--- src/rtl/ara_pkg.sv ---
`default_nettype none
// ============================================================================
// Module      : ara_pkg
// Description : Shared slide-unit types and index-width helper.
// Revision    : 1.0 - initial release
// ============================================================================
package ara_pkg;

    typedef enum logic {
        SLDU_DOWN = 1'b0,
        SLDU_UP   = 1'b1
    } sldu_dir_e;

    function automatic int unsigned idx_width(input int unsigned num_idx);
        return (num_idx > 1) ? $clog2(num_idx) : 1;
    endfunction

endpackage
`default_nettype wire

--- src/rtl/sldu_byte_rot.sv ---
`default_nettype none
// ============================================================================
// Module      : sldu_byte_rot
// Description : Combinational byte rotator for one power-of-two slide component.
// Revision    : 1.0 - initial release
// ============================================================================
module sldu_byte_rot
    import ara_pkg::*;
#(
    parameter int unsigned NrLanes = 4
) (
    input  logic [64*NrLanes-1:0]                 data_i,
    input  logic                                  dir_i,
    input  logic [idx_width(8*NrLanes)-1:0]       amount_i,
    output logic [64*NrLanes-1:0]                 data_o
);

    localparam int unsigned W           = 8 * NrLanes;
    localparam int unsigned StrideWidth = idx_width(W);

    // W is a power of two, so truncating the index sum gives the modulo wrap.
    for (genvar i = 0; i < W; i++) begin : g_byte
        localparam logic [StrideWidth-1:0] c_idx = StrideWidth'(i);
        logic [StrideWidth-1:0] w_src;

        assign w_src = (sldu_dir_e'(dir_i) == SLDU_UP) ? (c_idx - amount_i)
                                                       : (c_idx + amount_i);
        assign data_o[8*i +: 8] = data_i[8*w_src +: 8];
    end

endmodule
`default_nettype wire

--- src/rtl/sldu_p2_shift_engine.sv ---
`default_nettype none
// ============================================================================
// Module      : sldu_p2_shift_engine
// Description : Rotates one slide beat per p2 stride component until the
//               external generator runs empty, then presents it downstream.
// Revision    : 1.0 - initial release
// ============================================================================
module sldu_p2_shift_engine
    import ara_pkg::*;
#(
    parameter  int unsigned NrLanes     = 4,
    localparam int unsigned StrideWidth = idx_width(8*NrLanes)
) (
    input  logic                     clk_i,
    input  logic                     rst_i,
    input  logic [64*NrLanes-1:0]    data_i,
    input  logic [StrideWidth-1:0]   stride_i,
    input  logic                     dir_i,
    input  logic                     valid_i,
    output logic                     ready_o,
    output logic [StrideWidth-1:0]   gen_stride_o,
    output logic                     gen_valid_o,
    input  logic [StrideWidth-1:0]   gen_stride_p2_i,
    input  logic                     gen_valid_i,
    output logic                     gen_update_o,
    output logic [64*NrLanes-1:0]    data_o,
    output logic                     valid_o,
    input  logic                     ready_i,
    output logic [StrideWidth:0]     passes_o,
    output logic                     busy_o
);

    localparam int unsigned DW = 64 * NrLanes;
    localparam logic [StrideWidth:0] c_one_pass = (StrideWidth+1)'(1);

    typedef enum logic [1:0] {
        IDLE  = 2'd0,
        SHIFT = 2'd1,
        DONE  = 2'd2
    } state_e;

    state_e                 r_state;
    logic [DW-1:0]          r_buf;
    logic                   r_dir;
    logic [StrideWidth:0]   r_passes;

    logic [DW-1:0]          w_rot_in;
    logic                   w_rot_dir;
    logic [DW-1:0]          w_rot_out;

    // In IDLE the first component is applied straight to the incoming beat.
    assign w_rot_in  = (r_state == IDLE) ? data_i : r_buf;
    assign w_rot_dir = (r_state == IDLE) ? dir_i  : r_dir;

    sldu_byte_rot #(
        .NrLanes (NrLanes)
    ) u_rot (
        .data_i   (w_rot_in),
        .dir_i    (w_rot_dir),
        .amount_i (gen_stride_p2_i),
        .data_o   (w_rot_out)
    );

    always_ff @(posedge clk_i or posedge rst_i) begin
        if (rst_i) begin
            r_state  <= IDLE;
            r_buf    <= '0;
            r_dir    <= SLDU_DOWN;
            r_passes <= '0;
        end else begin
            case (r_state)
                IDLE: begin
                    if (valid_i) begin
                        r_dir <= dir_i;
                        if (gen_valid_i) begin
                            r_buf    <= w_rot_out;
                            r_passes <= c_one_pass;
                            r_state  <= SHIFT;
                        end else begin
                            r_buf    <= data_i;
                            r_passes <= '0;
                            r_state  <= DONE;
                        end
                    end
                end
                SHIFT: begin
                    if (gen_valid_i) begin
                        r_buf    <= w_rot_out;
                        r_passes <= r_passes + c_one_pass;
                    end else begin
                        r_state  <= DONE;
                    end
                end
                DONE: begin
                    if (ready_i) begin
                        r_state <= IDLE;
                    end
                end
                default: r_state <= IDLE;
            endcase
        end
    end

    assign ready_o      = (r_state == IDLE);
    assign valid_o      = (r_state == DONE);
    assign busy_o       = (r_state != IDLE);
    assign data_o       = r_buf;
    assign passes_o     = r_passes;
    assign gen_stride_o = stride_i;
    assign gen_valid_o  = valid_i & ready_o;
    // The load already consumed the first component, so SHIFT only updates.
    assign gen_update_o = (r_state == SHIFT) & gen_valid_i;

endmodule
`default_nettype wire

--- config.mk ---
export PLATFORM = sky130hd
export DESIGN_NAME = sldu_p2_shift_engine
export DESIGN_NICKNAME = d
export VERILOG_FILES = /design/src/rtl/ara_pkg.sv /design/src/rtl/sldu_byte_rot.sv /design/src/rtl/sldu_p2_shift_engine.sv
export SDC_FILE = /design/constraint.sdc
export NUM_CORES = 2
export LEC_CHECK = 0
export ABC_CLOCK_PERIOD_IN_PS = 11900
export BUFFER_PORTS_ARGS = -buffer_cell sky130_fd_sc_hd__buf_2
export CORE_MARGIN = 3
export CORE_UTILIZATION = 50
export DETAILED_ROUTE_END_ITERATION = 10
export GPL_TIMING_DRIVEN = 0
export PLACE_DENSITY = 0.79
export SETUP_SLACK_MARGIN = 0.1
export SLEW_MARGIN = 20
export SYNTH_ARGS = -nofsm -noshare
export SYNTH_HDL_FRONTEND = slang
export SYNTH_HIERARCHICAL = 1
export SYNTH_SLANG_ARGS = --single-unit
--- constraint.sdc ---
create_clock -name clk_i -period 11.9 [get_ports clk_i]
set_clock_uncertainty 0.15 [all_clocks]
set_input_delay 1.19 -clock clk_i [delete_from_list [all_inputs] [get_ports clk_i]]
set_output_delay 1.19 -clock clk_i [all_outputs]
set_load 0.03 [all_outputs]
==> impl_metrics.tcl <==
set metrics [dict create \
    dr_total_vias 35700 \
    antenna_found_initial 29 \
    outcome "finished, final reports clean" \
    clkSinkCount 265 \
    finalSetupViolCount 0 \
    cts_tree "yes" \
    track_usage_pct 56.6 \
    cts-root-buf "clkbuf_16" \
    ant_nets 0 \
    whs_ps 360 \
    gp_congestion 1.16 \
    end_kind "register" \
    place_inst 4649 \
    cts_resized 0 \
    max_clock_freq_ghz 0.140 \
    period_share_pct 59.9 \
    core.rowCount 96 \
    fin_nets 4040 \
    layoutNonFillerInstCount 4729 \
    synth_common_cells "mux2_2 (742), nor3_1 (491), mux2i_1 (444), dfrtp_1 (265), mux2_4 (240)" \
    cts_hold_buffers 0 \
    numCtsBuffers 31 \
    drc 0 \
    pwr_density_cell_mw_per_mm2 323 \
    core_mm2 0.0688 \
    drive_gt1_share_pct 53.5 \
    area_delta_synth_final_pct 14.8 \
    ys_warn_count 6 \
    rr_worst_depth 16 \
    detail_route.first_pass.iterations 8 \
    die_x_um 270 \
    critPathMostFrequentCell "buf_2" \
    synth_area_leaders "mux2_2 (24%), dfrtp_1 (19%), mux2i_1 (13%)" \
    startpoint_type "register" \
    grt_first_pass_wirelength_um 288000 \
    io_buffer_count 537 \
    path_cells "buf_2, nor2_4, inv_2, buf_2, mux2_2, buf_6, buf_6, inv_2, mux2i_1, buf_2, buf_2, mux2i_1, o22ai_1, nor3_1, mux2_2, mux2_4" \
    cp_data_required_time_ps 12310 \
    synth_most_common_cell "mux2_2" \
    hold_viol 0 \
    path_clk_slew_ps 60 \
    yosysSeqAreaShare_pct 19.0 \
    die_h_um 270 \
    min_period_ps 7120 \
    io_pins 544 \
    clk_latency_ps 630 \
    post-cts-setup-buffer-count 0 \
    dieArea_mm2 0.0730 \
    dpl.hpwl_um 176000 \
    synth_top_cell_by_area "mux2_2" \
    htree_levels 1 \
    drt_iter0_drc 5516 \
    slowest_stage "mux2i_1" \
    whs_path_depth 1 \
    p_leak_nw 17.0 \
    grt-ovfl-total 0 \
    first_global_vias 33700 \
    synth.distinct_cells 81 \
    fillCellCount 5803 \
    netlist_instances 3179 \
    slew_headroom_pct 4.30 \
    min_path_type "reg2reg" \
    start_util_pct 50.7 \
    viasPerCell 7.56 \
    ys.flop_type "dfrtp_1" \
    syn_avg_cell_area_um2 11.0 \
    tightest_slew_ps 1420 \
    crit_start "r_state[1]" \
    synth_edf_count 0 \
    syn-num-nets 3468 \
    drv_slew 0 \
    timing.rr.start "r_state[1]" \
    setup-tns-final_ps 0 \
    critical_path_arrival_ps 7530 \
    critical_path_class "reg2reg" \
    worstPathMaxFanout 10 \
    finalWorstSetupSlack_ps 4780 \
    async_flop_share_pct 100 \
    synth_top_area_share_pct 23.9 \
    grt_max_degree 98 \
    cap_violations 0 \
    ys_ff_latch 265 \
    rsz0062_at_grt "no" \
    wire_per_inst_um 45.5 \
    post-place-ws_ps 5460 \
    drt-total-wl_um 215000 \
    slowest_delay_ps 1090 \
    clockBufferDepth 3 \
    peakVddDrop_uv 228 \
    hp-start "r_dir" \
    netlist_area_mm2 0.0349 \
]
## registers in the layout, summed over array words and instances, names as in the netlist
register,cells
data_o,256
passes_o,6
r_state,2
r_dir,1
## worst paths after layout
| path | endpoint | slack, ps |
|---|---|---|
| setup / recovery | data_o[14] | 4780 |
| min in group asynchronous | data_o[115] | 490 |
| hold / removal | r_dir | 360 |
| setup reg to reg | data_o[14] | 4780 |
| max in group asynchronous | data_o[159] | 10120 |
| hold reg to reg | r_dir | 360 |
## per-stage QoR
stage	total power [mW]	utilization (%)	cell area [um2]
floorplan	7.41	-	34900
global placement	11.1	56.3	38800
detailed placement	11.2	56.5	38900
CTS	12.3	58.0	39900
global route	12.9	58.1	40000
finish	12.9	58.2	40100
## layout by cell type (no fill, tap or decap), types with 10 or more instances in the layout
master and n:
buf_6 62, o22ai_1 103, nand2b_1 12, buf_4 33, mux2i_1 425, buf_8 20, nand2_1 11, diode_2 23
clkbuf_1 86, nor2_1 47, mux2_2 742, dfrtp_1 265, ha_1 17, inv_1 15, mux4_2 147, nor3_1 491
mux2i_2 21, a21oi_1 13, nor2b_1 10, mux2_1 54, a211oi_1 12, a221oi_1 11, mux2_4 240, clkbuf_16 31
nor4_1 101, buf_2 656
## critical path, delay by kind of cell (launching register included)
family | cells | cell delay [ps]
AO/OA/AOI/OAI | 1 | 220
buffers and inverters | 8 | 2610
flip-flops | 1 | 360
multiplexers | 5 | 2410
AND/OR/NAND/NOR | 2 | 1250
## power breakdown
part           internal, mW  switching (mW)  leakage (nW)
clock network         0.589           0.429         0.519
logic                  3.49            6.61          13.4
registers              1.36           0.455          3.07
## layer usage
layer	GRT usage [%]	vias to the layer above	part of all wire, %
met5	0.461	-	0.075
met4	49.2	18	12
met3	26.0	1038	15
met2	78.8	3452	39
met1	65.2	17600	34
li1	-	13600	-
## area by class of cell
cell class,count,area [um2],share of cell area (%)
tap,931,1160,2.91
clock inverter,10,125,0.312
antenna,23,57.6,0.144
buffer,314,2160,5.39
inverter,19,78.8,0.197
sequential,265,6630,16.6
multi-input combinational,2581,26200,65.4
timing repair buffer,539,2740,6.85
clock buffer,47,916,2.29
## logic make-up (layout without fill, tap and decap cells)
family,Yosys count,count (layout),share of synthesized area (%)
mux,1632,1632,58.5
simple gates,718,718,10.8
buf+inv,333,929,6.39
flops,265,265,19.0
compound gates,188,188,3.79
xor+xnor,26,26,0.911
fa+ha+maj,17,17,0.609
other cells,0,23,0
No activity file was read; power rests on OpenSTA's default activity.
